## config.mk

```make
export PLATFORM = sky130hd
export DESIGN_NAME = fractal_fb_ctrl
export DESIGN_NICKNAME = d
export VERILOG_FILES = /design/src/rtl/fractal_pkg.sv /design/src/rtl/fractal_fb_view.sv /design/src/rtl/fractal_fb_ctrl.sv
export SDC_FILE = /design/constraint.sdc
export NUM_CORES = 1
export LEC_CHECK = 0
export BUFFER_PORTS_ARGS = -buffer_cell sky130_fd_sc_hd__buf_2
export CAP_MARGIN = 5
export CORE_ASPECT_RATIO = 0.5
export CORE_MARGIN = 4
export CORE_UTILIZATION = 49
export CTS_CLUSTER_DIAMETER = 150
export CTS_CLUSTER_SIZE = 8
export DETAILED_ROUTE_END_ITERATION = 10
export GPL_TIMING_DRIVEN = 1
export PLACE_DENSITY = 0.69
export SYNTH_ARGS = -nofsm -noshare
export SYNTH_HDL_FRONTEND = slang
export SYNTH_SLANG_ARGS = --single-unit
```

## constraint.sdc

```tcl
create_clock -name clk_i -period 14.8 [get_ports clk_i]
set_input_delay 2.96 -clock clk_i [delete_from_list [all_inputs] [get_ports clk_i]]
set_output_delay 2.96 -clock clk_i [all_outputs]
set_load 0.005 [all_outputs]
```

## src/rtl/fractal_pkg.sv

```systemverilog
// fractal_pkg: shared definitions for the fractal frame-buffer fill controller.
//   - Q_FRAC        : fraction bits of the Q.16 coordinate format
//   - ST_*          : scan FSM state encoding (fsm_state_t)
//   - quantise()    : iteration count -> stored pixel code
//   - palette()     : 16-entry 24-bit colour LUT, used when FRACTAL_FB_PALETTE_EN is defined
package fractal_pkg;

  localparam int Q_FRAC = 16;

  typedef logic [1:0] fsm_state_t;
  localparam fsm_state_t ST_ISSUE = 2'd0;
  localparam fsm_state_t ST_WAIT  = 2'd1;
  localparam fsm_state_t ST_WRITE = 2'd2;
  localparam fsm_state_t ST_DONE  = 2'd3;

  // Clamp to max_iter-1 so a count of exactly max_iter lands on all-ones,
  // then keep the top pix_w bits of the log2(max_iter)-bit range.
  function automatic logic [31:0] quantise(input logic [31:0] iter,
                                           input int max_log2, input int pix_w);
    logic [31:0] lim;
    logic [31:0] sat;
    lim = (32'd1 << max_log2) - 32'd1;
    sat = (iter > lim) ? lim : iter;
    return sat >> (max_log2 - pix_w);
  endfunction

  function automatic logic [23:0] palette(input logic [3:0] idx);
    logic [23:0] c;
    case (idx)
      4'd0:    c = 24'h000000;
      4'd1:    c = 24'h19071a;
      4'd2:    c = 24'h09012f;
      4'd3:    c = 24'h040449;
      4'd4:    c = 24'h000764;
      4'd5:    c = 24'h0c2c8a;
      4'd6:    c = 24'h1852b1;
      4'd7:    c = 24'h397dd1;
      4'd8:    c = 24'h86b5e5;
      4'd9:    c = 24'hd3ecf8;
      4'd10:   c = 24'hf1e9bf;
      4'd11:   c = 24'hf8c95f;
      4'd12:   c = 24'hffaa00;
      4'd13:   c = 24'hcc8000;
      4'd14:   c = 24'h995700;
      default: c = 24'h6a3403;
    endcase
    return c;
  endfunction

endpackage

```

## src/rtl/fractal_fb_view.sv

```systemverilog
// fractal_fb_view: view state (zoom level, centre, pixel pitch) for the fill scan.
// Ports:
//   clk_i, rst_i          clock, synchronous active-high reset
//   zoom_in_i, zoom_out_i single-cycle zoom pulses (both together = no-op)
//   pan_i[3:0]            {up, down, left, right} pan pulses
//   param_next_i          Julia-constant advance (forces a redraw)
//   step_o                current pixel pitch, STEP0 >> zoom
//   row_x0_o, row_y0_o    coordinate of screen pixel (0,0) for the current view
//   view_changed_o        combinational: this cycle's pulses change the picture
module fractal_fb_view #(
  parameter int H_RES       = 1280,
  parameter int V_RES       = 720,
  parameter int COORD_W     = 32,
  parameter int ZOOM_LEVELS = 4,
  parameter int STEP0       = 410,
  parameter int PAN_PIX     = 64,
  parameter int CX0         = 0,
  parameter int CY0         = 0
) (
  input  logic                      clk_i,
  input  logic                      rst_i,
  input  logic                      zoom_in_i,
  input  logic                      zoom_out_i,
  input  logic [3:0]                pan_i,
  input  logic                      param_next_i,
  output logic signed [COORD_W-1:0] step_o,
  output logic signed [COORD_W-1:0] row_x0_o,
  output logic signed [COORD_W-1:0] row_y0_o,
  output logic                      view_changed_o
);
  import fractal_pkg::*;

  localparam int ZW = (ZOOM_LEVELS > 1) ? $clog2(ZOOM_LEVELS) : 1;
  localparam logic [ZW-1:0] ZMAX = ZW'(ZOOM_LEVELS - 1);
  localparam logic signed [COORD_W-1:0] STEP0_C = COORD_W'(STEP0);
  localparam logic signed [COORD_W-1:0] HALF_H  = COORD_W'(H_RES / 2);
  localparam logic signed [COORD_W-1:0] HALF_V  = COORD_W'(V_RES / 2);
  localparam logic signed [COORD_W-1:0] PAN_C   = COORD_W'(PAN_PIX);

  logic [ZW-1:0]             zoom_q, zoom_d;
  logic signed [COORD_W-1:0] cx_q, cx_d, cy_q, cy_d;
  logic signed [COORD_W-1:0] pan_amt;
  logic                      zoom_chg, pan_chg;

  assign step_o   = STEP0_C >>> zoom_q;
  assign pan_amt  = PAN_C * step_o;
  assign row_x0_o = cx_q - HALF_H * step_o;
  assign row_y0_o = cy_q + HALF_V * step_o;

  always_comb begin
    zoom_d   = zoom_q;
    zoom_chg = 1'b0;
    if (zoom_in_i && !zoom_out_i && zoom_q != ZMAX) begin
      zoom_d   = zoom_q + ZW'(1);
      zoom_chg = 1'b1;
    end else if (zoom_out_i && !zoom_in_i && zoom_q != '0) begin
      zoom_d   = zoom_q - ZW'(1);
      zoom_chg = 1'b1;
    end
    // Opposing bits cancel; pan uses the pitch in force before any zoom this cycle.
    cx_d = cx_q;
    cy_d = cy_q;
    if (pan_i[0] && !pan_i[1]) cx_d = cx_q + pan_amt;
    if (pan_i[1] && !pan_i[0]) cx_d = cx_q - pan_amt;
    if (pan_i[3] && !pan_i[2]) cy_d = cy_q + pan_amt;
    if (pan_i[2] && !pan_i[3]) cy_d = cy_q - pan_amt;
    pan_chg        = (pan_i[0] ^ pan_i[1]) | (pan_i[2] ^ pan_i[3]);
    view_changed_o = zoom_chg | pan_chg | param_next_i;
  end

  always_ff @(posedge clk_i) begin
    if (rst_i) begin
      zoom_q <= '0;
      cx_q   <= COORD_W'(CX0);
      cy_q   <= COORD_W'(CY0);
    end else begin
      zoom_q <= zoom_d;
      cx_q   <= cx_d;
      cy_q   <= cy_d;
    end
  end

endmodule

```

## src/rtl/fractal_fb_ctrl.sv

```systemverilog
// fractal_fb_ctrl: frame-buffer fill controller for the fractal HDMI pipeline.
// Scans every pixel, requests an iteration count from the fractal core,
// quantises it and writes it to the pixel BRAM; also drives the display read side.
// Build option: define FRACTAL_FB_PALETTE_EN for colour-LUT output, else greyscale.
// Ports:
//   clk_i, rst_i                     clock, synchronous active-high reset
//   zoom_in_i, zoom_out_i, pan_i     view controls; param_next_i advances the Julia constant
//   core_c_change_o                  registered copy of param_next_i
//   req_valid_o/req_ready_i          coordinate request handshake, req_x_o/req_y_o in Q.16
//   resp_valid_i, resp_iter_i        single-cycle iteration result
//   wr_en_o, wr_addr_o, wr_data_o    BRAM port A write
//   sx_i, sy_i                       display scan position
//   rd_addr_o, rd_data_i             BRAM port B (one-cycle read latency)
//   red_o, green_o, blue_o           pixel colour, two cycles after sx_i/sy_i
//   frame_done_o                     pulse the cycle after the last write
module fractal_fb_ctrl #(
  parameter int H_RES       = 1280,
  parameter int V_RES       = 720,
  parameter int ADDR_W      = 20,
  parameter int PIX_W       = 4,
  parameter int ITER_W      = 9,
  parameter int MAX_ITER    = 256,
  parameter int COORD_W     = 32,
  parameter int ZOOM_LEVELS = 4,
  parameter int STEP0       = 410,
  parameter int PAN_PIX     = 64,
  parameter int CX0         = 0,
  parameter int CY0         = 0
) (
  input  logic                      clk_i,
  input  logic                      rst_i,
  input  logic                      zoom_in_i,
  input  logic                      zoom_out_i,
  input  logic [3:0]                pan_i,
  input  logic                      param_next_i,
  output logic                      core_c_change_o,
  output logic                      req_valid_o,
  input  logic                      req_ready_i,
  output logic signed [COORD_W-1:0] req_x_o,
  output logic signed [COORD_W-1:0] req_y_o,
  input  logic                      resp_valid_i,
  input  logic [ITER_W-1:0]         resp_iter_i,
  output logic                      wr_en_o,
  output logic [ADDR_W-1:0]         wr_addr_o,
  output logic [PIX_W-1:0]          wr_data_o,
  input  logic [15:0]               sx_i,
  input  logic [15:0]               sy_i,
  output logic [ADDR_W-1:0]         rd_addr_o,
  input  logic [PIX_W-1:0]          rd_data_i,
  output logic [7:0]                red_o,
  output logic [7:0]                green_o,
  output logic [7:0]                blue_o,
  output logic                      frame_done_o
);
  import fractal_pkg::*;

  localparam int LOG2_MAX  = $clog2(MAX_ITER);
  localparam int RD_STAGES = 2;
  localparam logic signed [COORD_W-1:0] STEP0_C  = COORD_W'(STEP0);
  localparam logic signed [COORD_W-1:0] X_START0 = COORD_W'(CX0) - COORD_W'(H_RES / 2) * STEP0_C;
  localparam logic signed [COORD_W-1:0] Y_START0 = COORD_W'(CY0) + COORD_W'(V_RES / 2) * STEP0_C;

  logic signed [COORD_W-1:0] step, row_x0, row_y0;
  logic                      view_chg;

  fractal_fb_view #(
    .H_RES(H_RES), .V_RES(V_RES), .COORD_W(COORD_W), .ZOOM_LEVELS(ZOOM_LEVELS),
    .STEP0(STEP0), .PAN_PIX(PAN_PIX), .CX0(CX0), .CY0(CY0)
  ) u_view (
    .clk_i          (clk_i),
    .rst_i          (rst_i),
    .zoom_in_i      (zoom_in_i),
    .zoom_out_i     (zoom_out_i),
    .pan_i          (pan_i),
    .param_next_i   (param_next_i),
    .step_o         (step),
    .row_x0_o       (row_x0),
    .row_y0_o       (row_y0),
    .view_changed_o (view_chg)
  );

  // ---------------- fill scan ----------------
  fsm_state_t                state_q, state_d;
  logic [15:0]               x_q, x_d, y_q, y_d;
  logic [ADDR_W-1:0]         addr_q, addr_d;
  logic signed [COORD_W-1:0] cx_q, cx_d, cy_q, cy_d;
  logic [PIX_W-1:0]          code_q, code_d;
  logic                      pend_q, pend_d;
  logic                      req_valid_q, done_q, done_d, c_chg_q;
  logic                      last_pix;

  assign last_pix = (x_q == 16'(H_RES - 1)) && (y_q == 16'(V_RES - 1));

  // pend_q is set the cycle after a view change, by which point the view
  // registers already hold the new view, so the (0,0) restart coordinates
  // are always taken from pend_q rather than from the raw change pulse.
  always_comb begin
    state_d = state_q;
    x_d     = x_q;
    y_d     = y_q;
    addr_d  = addr_q;
    cx_d    = cx_q;
    cy_d    = cy_q;
    code_d  = code_q;
    pend_d  = pend_q | view_chg;
    done_d  = 1'b0;
    case (state_q)
      ST_ISSUE: begin
        if (req_valid_q && req_ready_i) begin
          state_d = ST_WAIT;
        end else if (pend_q) begin
          x_d    = '0;
          y_d    = '0;
          addr_d = '0;
          cx_d   = row_x0;
          cy_d   = row_y0;
          pend_d = view_chg;
        end
      end
      ST_WAIT: begin
        if (resp_valid_i) begin
          if (pend_q || view_chg) begin
            state_d = ST_ISSUE;      // response consumed, restart from ISSUE
          end else begin
            code_d  = PIX_W'(quantise(32'(resp_iter_i), LOG2_MAX, PIX_W));
            state_d = ST_WRITE;
          end
        end
      end
      ST_WRITE: begin
        if (pend_q || view_chg) begin
          state_d = ST_ISSUE;
        end else if (last_pix) begin
          state_d = ST_DONE;
          done_d  = 1'b1;
        end else begin
          state_d = ST_ISSUE;
          addr_d  = addr_q + ADDR_W'(1);
          if (x_q == 16'(H_RES - 1)) begin
            x_d  = '0;
            y_d  = y_q + 16'd1;
            cx_d = row_x0;
            cy_d = cy_q - step;      // y counts down so the image is upright
          end else begin
            x_d  = x_q + 16'd1;
            cx_d = cx_q + step;
          end
        end
      end
      default: begin
        if (pend_q) begin
          state_d = ST_ISSUE;
          x_d     = '0;
          y_d     = '0;
          addr_d  = '0;
          cx_d    = row_x0;
          cy_d    = row_y0;
          pend_d  = view_chg;
        end
      end
    endcase
  end

  always_ff @(posedge clk_i) begin
    if (rst_i) begin
      state_q     <= ST_ISSUE;
      x_q         <= '0;
      y_q         <= '0;
      addr_q      <= '0;
      cx_q        <= X_START0;
      cy_q        <= Y_START0;
      code_q      <= '0;
      pend_q      <= 1'b0;
      req_valid_q <= 1'b0;
      done_q      <= 1'b0;
      c_chg_q     <= 1'b0;
    end else begin
      state_q     <= state_d;
      x_q         <= x_d;
      y_q         <= y_d;
      addr_q      <= addr_d;
      cx_q        <= cx_d;
      cy_q        <= cy_d;
      code_q      <= code_d;
      pend_q      <= pend_d;
      // Registered so a pending restart drops the request the cycle after the change.
      req_valid_q <= (state_d == ST_ISSUE) && !pend_d;
      done_q      <= done_d;
      c_chg_q     <= param_next_i;
    end
  end

  assign req_valid_o     = req_valid_q;
  assign req_x_o         = cx_q;
  assign req_y_o         = cy_q;
  assign wr_en_o         = (state_q == ST_WRITE);
  assign wr_addr_o       = addr_q;
  assign wr_data_o       = code_q;
  assign frame_done_o    = done_q;
  assign core_c_change_o = c_chg_q;

  // ---------------- display read path ----------------
  logic [ADDR_W-1:0]      rd_addr_q;
  logic [RD_STAGES:1]     vld_pipe_q;
  logic                   in_range;
  logic [23:0]            rgb_w;

  assign in_range = (32'(sx_i) < H_RES) && (32'(sy_i) < V_RES);

  always_ff @(posedge clk_i) begin
    if (rst_i) begin
      rd_addr_q  <= '0;
      vld_pipe_q <= '0;
    end else begin
      rd_addr_q  <= ADDR_W'(sy_i) * ADDR_W'(H_RES) + ADDR_W'(sx_i);
      vld_pipe_q <= {vld_pipe_q[RD_STAGES-1:1], in_range};
    end
  end

  assign rd_addr_o = rd_addr_q;

`ifdef FRACTAL_FB_PALETTE_EN
  // Rescale the code to the 16-entry LUT index.
  assign rgb_w = palette(4'((32'(rd_data_i) << 4) >> PIX_W));
`else
  // Repeat the code bit pattern across the byte (PIX_W=4: code*17).
  function automatic logic [7:0] grey(input logic [PIX_W-1:0] c);
    logic [7:0] g;
    for (int i = 0; i < 8; i++) g[7-i] = c[PIX_W-1-(i % PIX_W)];
    return g;
  endfunction
  assign rgb_w = {3{grey(rd_data_i)}};
`endif

  // rd_data_i is the BRAM's registered output, so colour decode is the last
  // stage; the in-range flag travels two stages to line up with it.
  assign {red_o, green_o, blue_o} = vld_pipe_q[RD_STAGES] ? rgb_w : 24'h0;

endmodule

```

==> results.yml <==
run_status:
  status: "complete, no violations"
clocking:
  root_buffer: "clkbuf_16"
  clk_pin_slew_worst_paths_ns: 0.05
  cts_buffer_depth: 3
  htreeDepth: 1
  cts_tree: "yes"
  ctsHoldBuffers: 0
  cts_setup_buffers: 0
  ctsResizeCount: 0
  clkSinkCount: 202
  numCtsBuffers: 29
  clkLatencyLatePin_ns: 0.56
routing:
  vias_per_cell: 5.65
  routed.top_layer: "met4"
  wl_met3_um: 2690
  dr_wl_met2_um: 16800
  vias: 13400
  antenna_left: 0
  wl_per_cell_um: 16.6
  wl_met1_um: 19200
  drc: 0
  totalWireLength_um: 39500
  drt_iter0_drc: 949
  firstDrtPassIters: 5
worst_setup_path:
  cp.required_ns: 11.84
  reg2reg_slack_ns: 9.00
  r2r_start: "u_view.zoom_q[1]$_SDFFE_PP0P_"
  arrival_ns: 3.39
  reg2regPathDepth: 16
  r2r_end: "u_view.cx_q[31]$_SDFFE_PP0P_"
  worstSetupEndpointType: "output pin"
  critPathKind: "in2out"
  start_kind: "primary input"
  critical_path.max_fanout: 6
timing:
  hold_violations: 0
  final.setup_skew_ns: 0.0149
  fmax_mhz: 158
  maxSlewViolCount: 0
  hold-worst-slack_ns: 0.444
  setup_viol: 0
  setup_ws_ns: 8.45
  final.period_utilization: 0.429
  fin_crit_ns: 6.35
  setup_tns_ns: 0
  rsz0062_at_grt: "no"
  relSlewSlack: 0.238
  worstMarginPinSlew_ns: 1.14
logic_synthesis:
  ys_seq_elements: 202
  synth.avg_cell_area_um2: 7.94
  syn_nets: 2042
  synthTopCellsByArea: "dfxtp_1 28%, ha_1 12%, nor2_1 5.9%"
  ys.flop_type: "dfxtp_1"
  ys.warnings.count: 0
  yosys.area.top_type: "dfxtp_1"
  syn_inst: 1843
  synth_edf_count: 0
  synth_area_um2: 14600
  synth_common_cells: "231 x nor2_1, 202 x dfxtp_1, 169 x a21oi_1, 135 x ha_1, 118 x nand2_1"
  ys_async_sr_fraction: 0
  synth_top_area_share: 0.276
  synth.most_common_cell: "nor2_1"
  yosysUniqueCellTypes: 86
  ys_seq_area_frac: 0.276
min_path:
  hold_path_depth: 1
  hp-start: "vld_pipe_q[1]$_SDFF_PP0_"
  min_path_type: "reg2reg"
  holdPathEnd: "vld_pipe_q[2]$_SDFF_PP0_"
layout:
  nFillCells: 2791
  areaGrowthSynthToFinish_pct: 12.7
  multi_input_area_um2: 9930
  final_nets: 2184
  regArea_um2: 4040
  drive_gt1_frac: 0.137
  diodes: 0
grt:
  grt_pass1_wl_um: 63900
  grt_pass1_vias: 12400
  antenna_found_initial: 0
  grt_use_total: 0.235
  grt-ovfl-total: 0
  grt_max_degree: 58
placement:
  dp_hpwl_um: 28700
  routabilityCongestion: 0.882
  port_buffers: 187
  place_ws_ns: 7.96
power:
  sequentialPowerShare: 0.313
  fin_total_pwr_uw: 2200
  p_switching_uw: 856
  intPower_uw: 1350
  p_clk_frac: 0.267
  combinationalPowerShare: 0.419
  swShare: 0.388
  p_leak_uw: 0.00729
  peakVddDrop_uv: 93.3
  pwr_density_cell_nw_per_um2: 134
floorplanning:
  core_area_um2: 29200
  io_pins: 192
  dieArea_um2: 32900
  die_w_um: 252
  rows: 44
  die_h_um: 130
  initial_utilization: 0.501
run:
  max_cap_violations: 0
[layout by cell type, fill, tap and decap left out, types with 33 or more instances in the layout]
cell type	n
nor2_1	231
dfxtp_1	202
buf_2	186
a21oi_1	169
ha_1	135
nand2_1	118
xor2_1	86
xnor2_1	86
nand3_1	66
o21ai_0	58
inv_1	56
nor3_1	49
a21o_1	42
nand2b_1	37
nor2b_1	33
[critical path: stages]
cell	delay (ns)
buf_2	0.09
and2_1	0.19
buf_2	0.14
[worst max-delay path by stage]
stage | start | endpoint | slack [ns] | cells past startpoint
global route | pan_i[0] | u_view.cx_q[31]$_SDFFE_PP0P_ | 8.16 | 16
detailed placement | pan_i[0] | u_view.cx_q[31]$_SDFFE_PP0P_ | 7.96 | 16
finish | rd_data_i[1] | blue_o[1] | 8.45 | 3
CTS | rd_data_i[1] | blue_o[5] | 8.44 | 3
floorplan | rd_data_i[0] | blue_o[4] | 8.54 | 2
global placement | pan_i[0] | u_view.cx_q[31]$_SDFFE_PP0P_ | 7.94 | 16
[routing by layer]
metal,track usage,up-vias
met4,0.0486,0
met1,0.342,6143
met2,0.371,378
met5,0,-
met3,0.0364,57
li1,-,6852
[kinds of logic (layout without fill, tap and decap cells)]
kind of cell    after synthesis  after routing  share of synthesized area
mux                          21             21                     0.0145
flops                       202            202                      0.276
simple gates                692            692                      0.234
buf+inv                     151            293                     0.0457
compound gates              455            455                      0.195
xor+xnor                    172            172                      0.103
fa+ha+maj                   150            150                      0.131
[sequential cells by signal, indices dropped and copies added, names as in the netlist]
name and count:
req_valid_o 1, y_q 16, req_y_o 32, pend_q 1, wr_addr_o 20, x_q 16
frame_done_o 1, u_view.zoom_q 2, vld_pipe_q 2, core_c_change_o 1, u_view.cy_q 26, state_q 2
rd_addr_o 20, req_x_o 32, u_view.cx_q 26, wr_data_o 4
[cell type report]
cell class                 count  area share
inverter                      59      0.0134
sequential                   202       0.245
multi-input combinational   1490       0.602
clock inverter                 2     0.00174
tap                          391      0.0297
clock buffer                  29      0.0440
timing repair buffer         203      0.0642
[power groups by stage]
stage / combinational (uW) / clock [uW] / sequential, uW
after floorplan: 694 / 0 / 677
after global placement: 898 / 0 / 696
after detailed placement: 909 / 0 / 697
after CTS: 916 / 604 / 687
after global routing: 1040 / 629 / 699
final: 924 / 589 / 690
[metrics by stage]
| stage | instance area, um^2 | util | std cells |
|---|---|---|---|
| after floorplan | 14600 | - | 1843 |
| after global placement | 15700 | 0.539 | 2345 |
| after detailed placement | 15700 | 0.539 | 2345 |
| after CTS | 16500 | 0.565 | 2376 |
| after global routing | 16500 | 0.565 | 2376 |
| final | 16500 | 0.565 | 2376 |
(Power assumes the default switching activity.)
